===== config.mk =====
export PLATFORM = sky130hd
export DESIGN_NAME = ysyx_22040729_clint_mh
export DESIGN_NICKNAME = d
export VERILOG_FILES = /design/src/rtl/ysyx_22040729_clint_pkg.sv /design/src/rtl/ysyx_22040729_clint_hart.sv /design/src/rtl/ysyx_22040729_clint_mh.sv
export SDC_FILE = /design/constraint.sdc
export NUM_CORES = 1
export LEC_CHECK = 0
export ABC_CLOCK_PERIOD_IN_PS = 2900
export CAP_MARGIN = 20
export CORE_MARGIN = 5
export CORE_UTILIZATION = 35
export DETAILED_ROUTE_END_ITERATION = 16
export DONT_BUFFER_PORTS = 1
export PLACE_DENSITY = 0.59
export SYNTH_ARGS = -nofsm -noshare
export SYNTH_HDL_FRONTEND = slang
export SYNTH_SLANG_ARGS = --single-unit

===== constraint.sdc =====
create_clock -name clk -period 2.9 [get_ports clk]
set_input_delay 0.435 -clock clk [delete_from_list [all_inputs] [get_ports clk]]
set_output_delay 0.435 -clock clk [all_outputs]
set_load 0.03 [all_outputs]

===== src/rtl/ysyx_22040729_clint_pkg.sv =====
// Shared CLINT address map and the byte-masked write helper used by the top
// and the per-hart register block.
package ysyx_22040729_clint_pkg;

  localparam int XLEN = 64;

  localparam logic [47:0] CLINT_BASE    = 48'h200;
  localparam logic [15:0] MSIP_BASE     = 16'h0000;
  localparam logic [15:0] MTIMECMP_BASE = 16'h4000;
  localparam logic [15:0] MTIME_OFF     = 16'hbff8;

  function automatic logic [XLEN-1:0] apply_wmask(input logic [XLEN-1:0] old_val,
                                                  input logic [XLEN-1:0] wdata,
                                                  input logic [7:0]      wmask);
    logic [XLEN-1:0] res;
    res = old_val;
    for (int b = 0; b < 8; b++) begin
      if (wmask[b]) res[8*b +: 8] = wdata[8*b +: 8];
    end
    return res;
  endfunction

endpackage


===== src/rtl/ysyx_22040729_clint_hart.sv =====
// Per-hart CLINT state: mtimecmp and msip, with the registered timer compare
// and the software interrupt derived from them.
module ysyx_22040729_clint_hart
  import ysyx_22040729_clint_pkg::*;
(
  input  logic            clk,
  input  logic            rst,
  input  logic [XLEN-1:0] mtime,
  input  logic            cmp_we,
  input  logic            msip_we,
  input  logic [XLEN-1:0] wdata,
  input  logic [7:0]      wmask,
  output logic [XLEN-1:0] mtimecmp,
  output logic            msip,
  output logic            tirq,
  output logic            sirq
);

  // NOTE: sequential state uses non-blocking assignments so every flop samples
  // the pre-edge values of its neighbours, which is what makes tirq compare
  // last cycle's mtime against last cycle's mtimecmp.
  // NOTE: mtimecmp resets to all-ones so no timer interrupt fires before
  // software programs it; a zero reset would assert tirq immediately.
  always_ff @(posedge clk or negedge rst) begin
    if (!rst) begin
      mtimecmp <= '1;
      msip     <= 1'b0;
      tirq     <= 1'b0;
    end else begin
      if (cmp_we)             mtimecmp <= apply_wmask(mtimecmp, wdata, wmask);
      if (msip_we && wmask[0]) msip    <= wdata[0];
      tirq <= (mtime >= mtimecmp);
    end
  end

  assign sirq = msip;

endmodule


===== src/rtl/ysyx_22040729_clint_mh.sv =====
// Multi-hart CLINT: shared prescaled mtime, per-hart mtimecmp/msip, and a
// single-cycle-latency register read port.
module ysyx_22040729_clint_mh
  import ysyx_22040729_clint_pkg::*;
#(
  parameter int NHART      = 2,
  parameter int TICK_COUNT = 'h100,
  parameter int DATA_WIDTH = 64
) (
  input  logic                  clk,
  input  logic                  rst,
  input  logic                  clint_req,
  input  logic [63:0]           clint_addr,
  input  logic                  clint_wen,
  input  logic [DATA_WIDTH-1:0] clint_wdata,
  input  logic [7:0]            clint_wmask,
  output logic [DATA_WIDTH-1:0] clint_rdata,
  output logic                  clint_rvalid,
  input  logic                  clint_halt,
  output logic [NHART-1:0]      clint_tirq,
  output logic [NHART-1:0]      clint_sirq
);

  localparam int PW = (TICK_COUNT > 1) ? $clog2(TICK_COUNT) : 1;
  localparam logic [PW-1:0] TICK_LAST = PW'(TICK_COUNT - 1);

  logic [15:0]     offset;
  logic            sel, wr, rd;
  logic            mtime_hit;
  logic [NHART-1:0] msip_hit, cmp_hit, msip_q;
  logic [XLEN-1:0] mtimecmp_q [NHART];
  logic [XLEN-1:0] mtime_q;
  logic [PW-1:0]   presc_q;
  logic            tick;
  logic [XLEN-1:0] rd_mux;

  assign offset    = clint_addr[15:0];
  assign sel       = clint_req && (clint_addr[63:16] == CLINT_BASE);
  assign wr        = sel && clint_wen;
  assign rd        = sel && !clint_wen;
  assign mtime_hit = (offset == MTIME_OFF);
  assign tick      = !clint_halt && (presc_q == TICK_LAST);

  always_ff @(posedge clk or negedge rst) begin
    if (!rst) begin
      presc_q <= '0;
      mtime_q <= '0;
    end else begin
      if (!clint_halt) presc_q <= tick ? '0 : presc_q + PW'(1);
      // A software write wins over a coinciding tick; the prescaler still wraps.
      if (wr && mtime_hit) mtime_q <= apply_wmask(mtime_q, clint_wdata, clint_wmask);
      else if (tick)       mtime_q <= mtime_q + 64'd1;
    end
  end

  for (genvar g = 0; g < NHART; g++) begin : g_hart
    assign msip_hit[g] = (offset == MSIP_BASE + 16'(4 * g));
    assign cmp_hit[g]  = (offset == MTIMECMP_BASE + 16'(8 * g));

    ysyx_22040729_clint_hart u_hart (
      .clk      (clk),
      .rst      (rst),
      .mtime    (mtime_q),
      .cmp_we   (wr && cmp_hit[g]),
      .msip_we  (wr && msip_hit[g]),
      .wdata    (clint_wdata),
      .wmask    (clint_wmask),
      .mtimecmp (mtimecmp_q[g]),
      .msip     (msip_q[g]),
      .tirq     (clint_tirq[g]),
      .sirq     (clint_sirq[g])
    );
  end

  // NOTE: rd_mux is defaulted before any conditional assignment so the
  // combinational block can never infer a latch for unmapped offsets.
  always_comb begin
    rd_mux = '0;
    if (mtime_hit) rd_mux = mtime_q;
    for (int i = 0; i < NHART; i++) begin
      if (msip_hit[i]) rd_mux = {63'b0, msip_q[i]};
      if (cmp_hit[i])  rd_mux = mtimecmp_q[i];
    end
  end

  always_ff @(posedge clk or negedge rst) begin
    if (!rst) begin
      clint_rvalid <= 1'b0;
      clint_rdata  <= '0;
    end else begin
      clint_rvalid <= rd;
      clint_rdata  <= rd ? rd_mux : '0;
    end
  end

endmodule


==> results_dict.tcl <==
set metrics [dict create \
    cts-root-buf "clkbuf_16" \
    syn-num-nets 1830 \
    chipHeight_um 224.0 \
    async_reset_ff_share_pct 100.0 \
    routed_wl_mm 51.04 \
    nNetsFinal 1885 \
    tightest_slew_ns 0.9571 \
    dr.first_iter.drc_count 1263 \
    status "complete, but fails checks" \
    viasPerCell 5.866 \
    stdcell_area_mm2 0.01841 \
    grt_pass1_wl_mm 79.53 \
    clock_latency_ns 0.54 \
    path_class "reg2reg" \
    drive_gt1_share_pct 18.35 \
    setup-tns-final_ns 0 \
    dpl.hpwl_mm 37.95 \
    clk_path_buf_depth 3 \
    first_global_vias 13540 \
    skew_ns 0.01478 \
    post-route-min-period_ns 2.730 \
    placed_area_mm2 0.01715 \
    cts_made_buffers 34 \
    yosys.area.top_type "dfrtp_1" \
    reg2reg_slack_ns 0.17 \
    via_count 13150 \
    fillers 4433 \
    leakagePower_nw 7.579 \
    ys_ff_latch 269 \
    htree_levels 2 \
    slew_viol_final 0 \
    grtUsageTotal_pct 19.94 \
    cp.required_ns 3.35 \
    cts_hold_buf 4 \
    synth_area_mm2 0.01602 \
    synth_cell_type_count 78 \
    ant_nets 0 \
    firstDrtPassIters 9 \
    ir_worst_vdd_mv 0.3564 \
    fin_ws_ns 0.1698 \
    synth_edf_count 0 \
    start_kind "flop" \
    powerDensity_mw_per_mm2 459.6 \
    gp_congestion 0.9113 \
    synth-main-ff-cell "dfrtp_1" \
    syn_area_per_cell_um2 10.28 \
    yosys-top-cells-area "dfrtp_1, dfstp_2, ha_1, mux2_1, a222oi_1" \
    synth_top_area_share_pct 22.02 \
    drc 0 \
    post_drt_wl_per_cell_um 22.76 \
    violations "negative hold slack" \
    endpoint_kind "flop" \
    die_x_um 224.0 \
    finalSetupViolCount 0 \
    worst-path-max-fanout 6 \
    yosys_warnings 0 \
    cp.arrival_ns 3.18 \
    hold_viol 222 \
    whs_ns -0.4018 \
    min_period_over_period_pct 94.14 \
    clk_pin_slew_ns 0.06 \
    slew_headroom_pct 35.90 \
    pre_cts_slack_ns 0.03263 \
    grt_max_degree 270 \
    overflow 0 \
    die-area_mm2 0.05016 \
    ys_seq_area_share_pct 43.01 \
    num_rows 78 \
    cts_tree "yes" \
    rsz0062_at_grt "no" \
    antenna_found_initial 1 \
    area_delta_synth_final_pct 14.93 \
    portBuffers 0 \
    pin_count 210 \
    syn_inst 1559 \
    min_path_type "in2async" \
    core_area_mm2 0.04528 \
    fmax_mhz 366.3 \
    start_util_pct 35.38 \
    post-cts-setup-buffers 0 \
    maxCapViolCount 0 \
    clock_sinks 269 \
]
[cell usage after synthesis, types with 34 or more instances]
cell type  count
nand4_1       62
a222oi_1      63
inv_1        145
dfstp_2      128
nor2_1       142
dfrtp_1      141
nand2_1       68
a21oi_1       62
clkbuf_1      37
nand3_1       55
mux2_1       128
ha_1         130
nor3_1        34
[routing by layer]
| metal | GRT usage (%) | vias to the layer above | share of wire, % |
|---|---|---|---|
| met5 | 0 | - | 0 |
| met4 | 6.087 | 0 | 2.7 |
| met3 | 4.914 | 80 | 8.7 |
| met2 | 32.70 | 538 | 47 |
| met1 | 26.18 | 6501 | 41 |
| li1 | - | 6032 | - |
[stage by stage]
step | std cells | total power (W) | util (%)
6_report | 2242 | 0.008463 | 40.66
5_1_grt | 2241 | 0.008738 | 40.66
4_1_cts | 2239 | 0.008586 | 40.61
3_5_place_dp | 2173 | 0.004024 | 37.88
3_3_place_gp | 2173 | 0.004018 | 37.88
2_1_floorplan | 1559 | 0.004011 | -
[worst paths after layout]
check | startpoint | to | cells after the start
setup / recovery | mtime_q[17] | mtime_q[50] | 6
hold / removal | rst | clint_rdata[10] | 0
setup reg to reg | mtime_q[17] | mtime_q[50] | 6
hold reg to reg | g_hart[1].u_hart.mtimecmp[18] | g_hart[1].u_hart.mtimecmp[18] | 2
max in group asynchronous | rst | g_hart[0].u_hart.mtimecmp[34] | 0
min in group clk | clint_wdata[5] | g_hart[0].u_hart.mtimecmp[5] | 1
[area by class of cell]
class / instances / area, um^2 / area share, %
diodes: 2 / 5.005 / 0.02718
clock buffers: 53 / 1077 / 5.850
clock inverters: 9 / 120.1 / 0.6523
inverters: 145 / 544.3 / 2.956
multi-input cells: 1077 / 8314 / 45.15
flip-flops and latches: 269 / 6892 / 37.43
well taps: 600 / 750.7 / 4.077
repair buffers: 87 / 710.7 / 3.859
[critical path, stage by stage, from the launching register on]
cell and delay (ns):
dfrtp_1 0.47, nand4_1 0.25, or3_1 0.39, or4_1 0.68, a311oi_4 0.51, a221oi_1 0.16, nor3b_2 0.19
[sequential cells by signal (all words and copies together), names as in the netlist]
register,flops
mtime_q,64
presc_q,8
g_hart.u_hart.mtimecmp,128
clint_rdata,64
clint_rvalid,1
g_hart.u_hart.tirq,2
g_hart.u_hart.msip,2
[where the power goes]
part	internal (W)	total, W	switching [W]	leakage [nW]
Combinational	0.0000683	0.000117	0.0000491	3.75
Sequential	0.00380	0.00385	0.0000501	3.24
Clock	0.00282	0.00449	0.00167	0.594
Total	0.00669	0.00846	0.00177	7.58
[logic make-up after synthesis]
family / share of synthesized area (%)
simple gates: 15.35
compound gates: 15.63
flops: 43.01
buf+inv: 5.349
mux: 10.18
fa+ha+maj: 10.15
xor+xnor: 0.3280
[cell usage in the layout, fill, tap and decap left out, types with 10 or more instances in the layout]
cell	synthesis	routed
a211oi_1	31	31
a21o_1	10	10
a21oi_1	62	62
a221oi_1	11	11
a222oi_1	63	63
a31oi_1	12	12
and3_1	20	20
buf_4	7	78
clkbuf_16	0	38
dfrtp_1	141	141
dfstp_2	128	128
ha_1	130	130
inv_1	145	145
mux2_1	128	128
mux2i_1	11	11
nand2_1	68	67
nand3_1	55	55
nand4_1	62	62
nor2_1	142	142
nor3_1	34	32
nor4_1	27	26
o21ai_0	31	31
o221a_1	12	12
[what timing repair did]
action / 4_1_cts / 5_1_grt
gates resized for setup: 0 / 2
endpoints found under the setup margin: 0 / 3
endpoints found under the hold margin: 273 / 269
(Power assumes the default switching activity.)
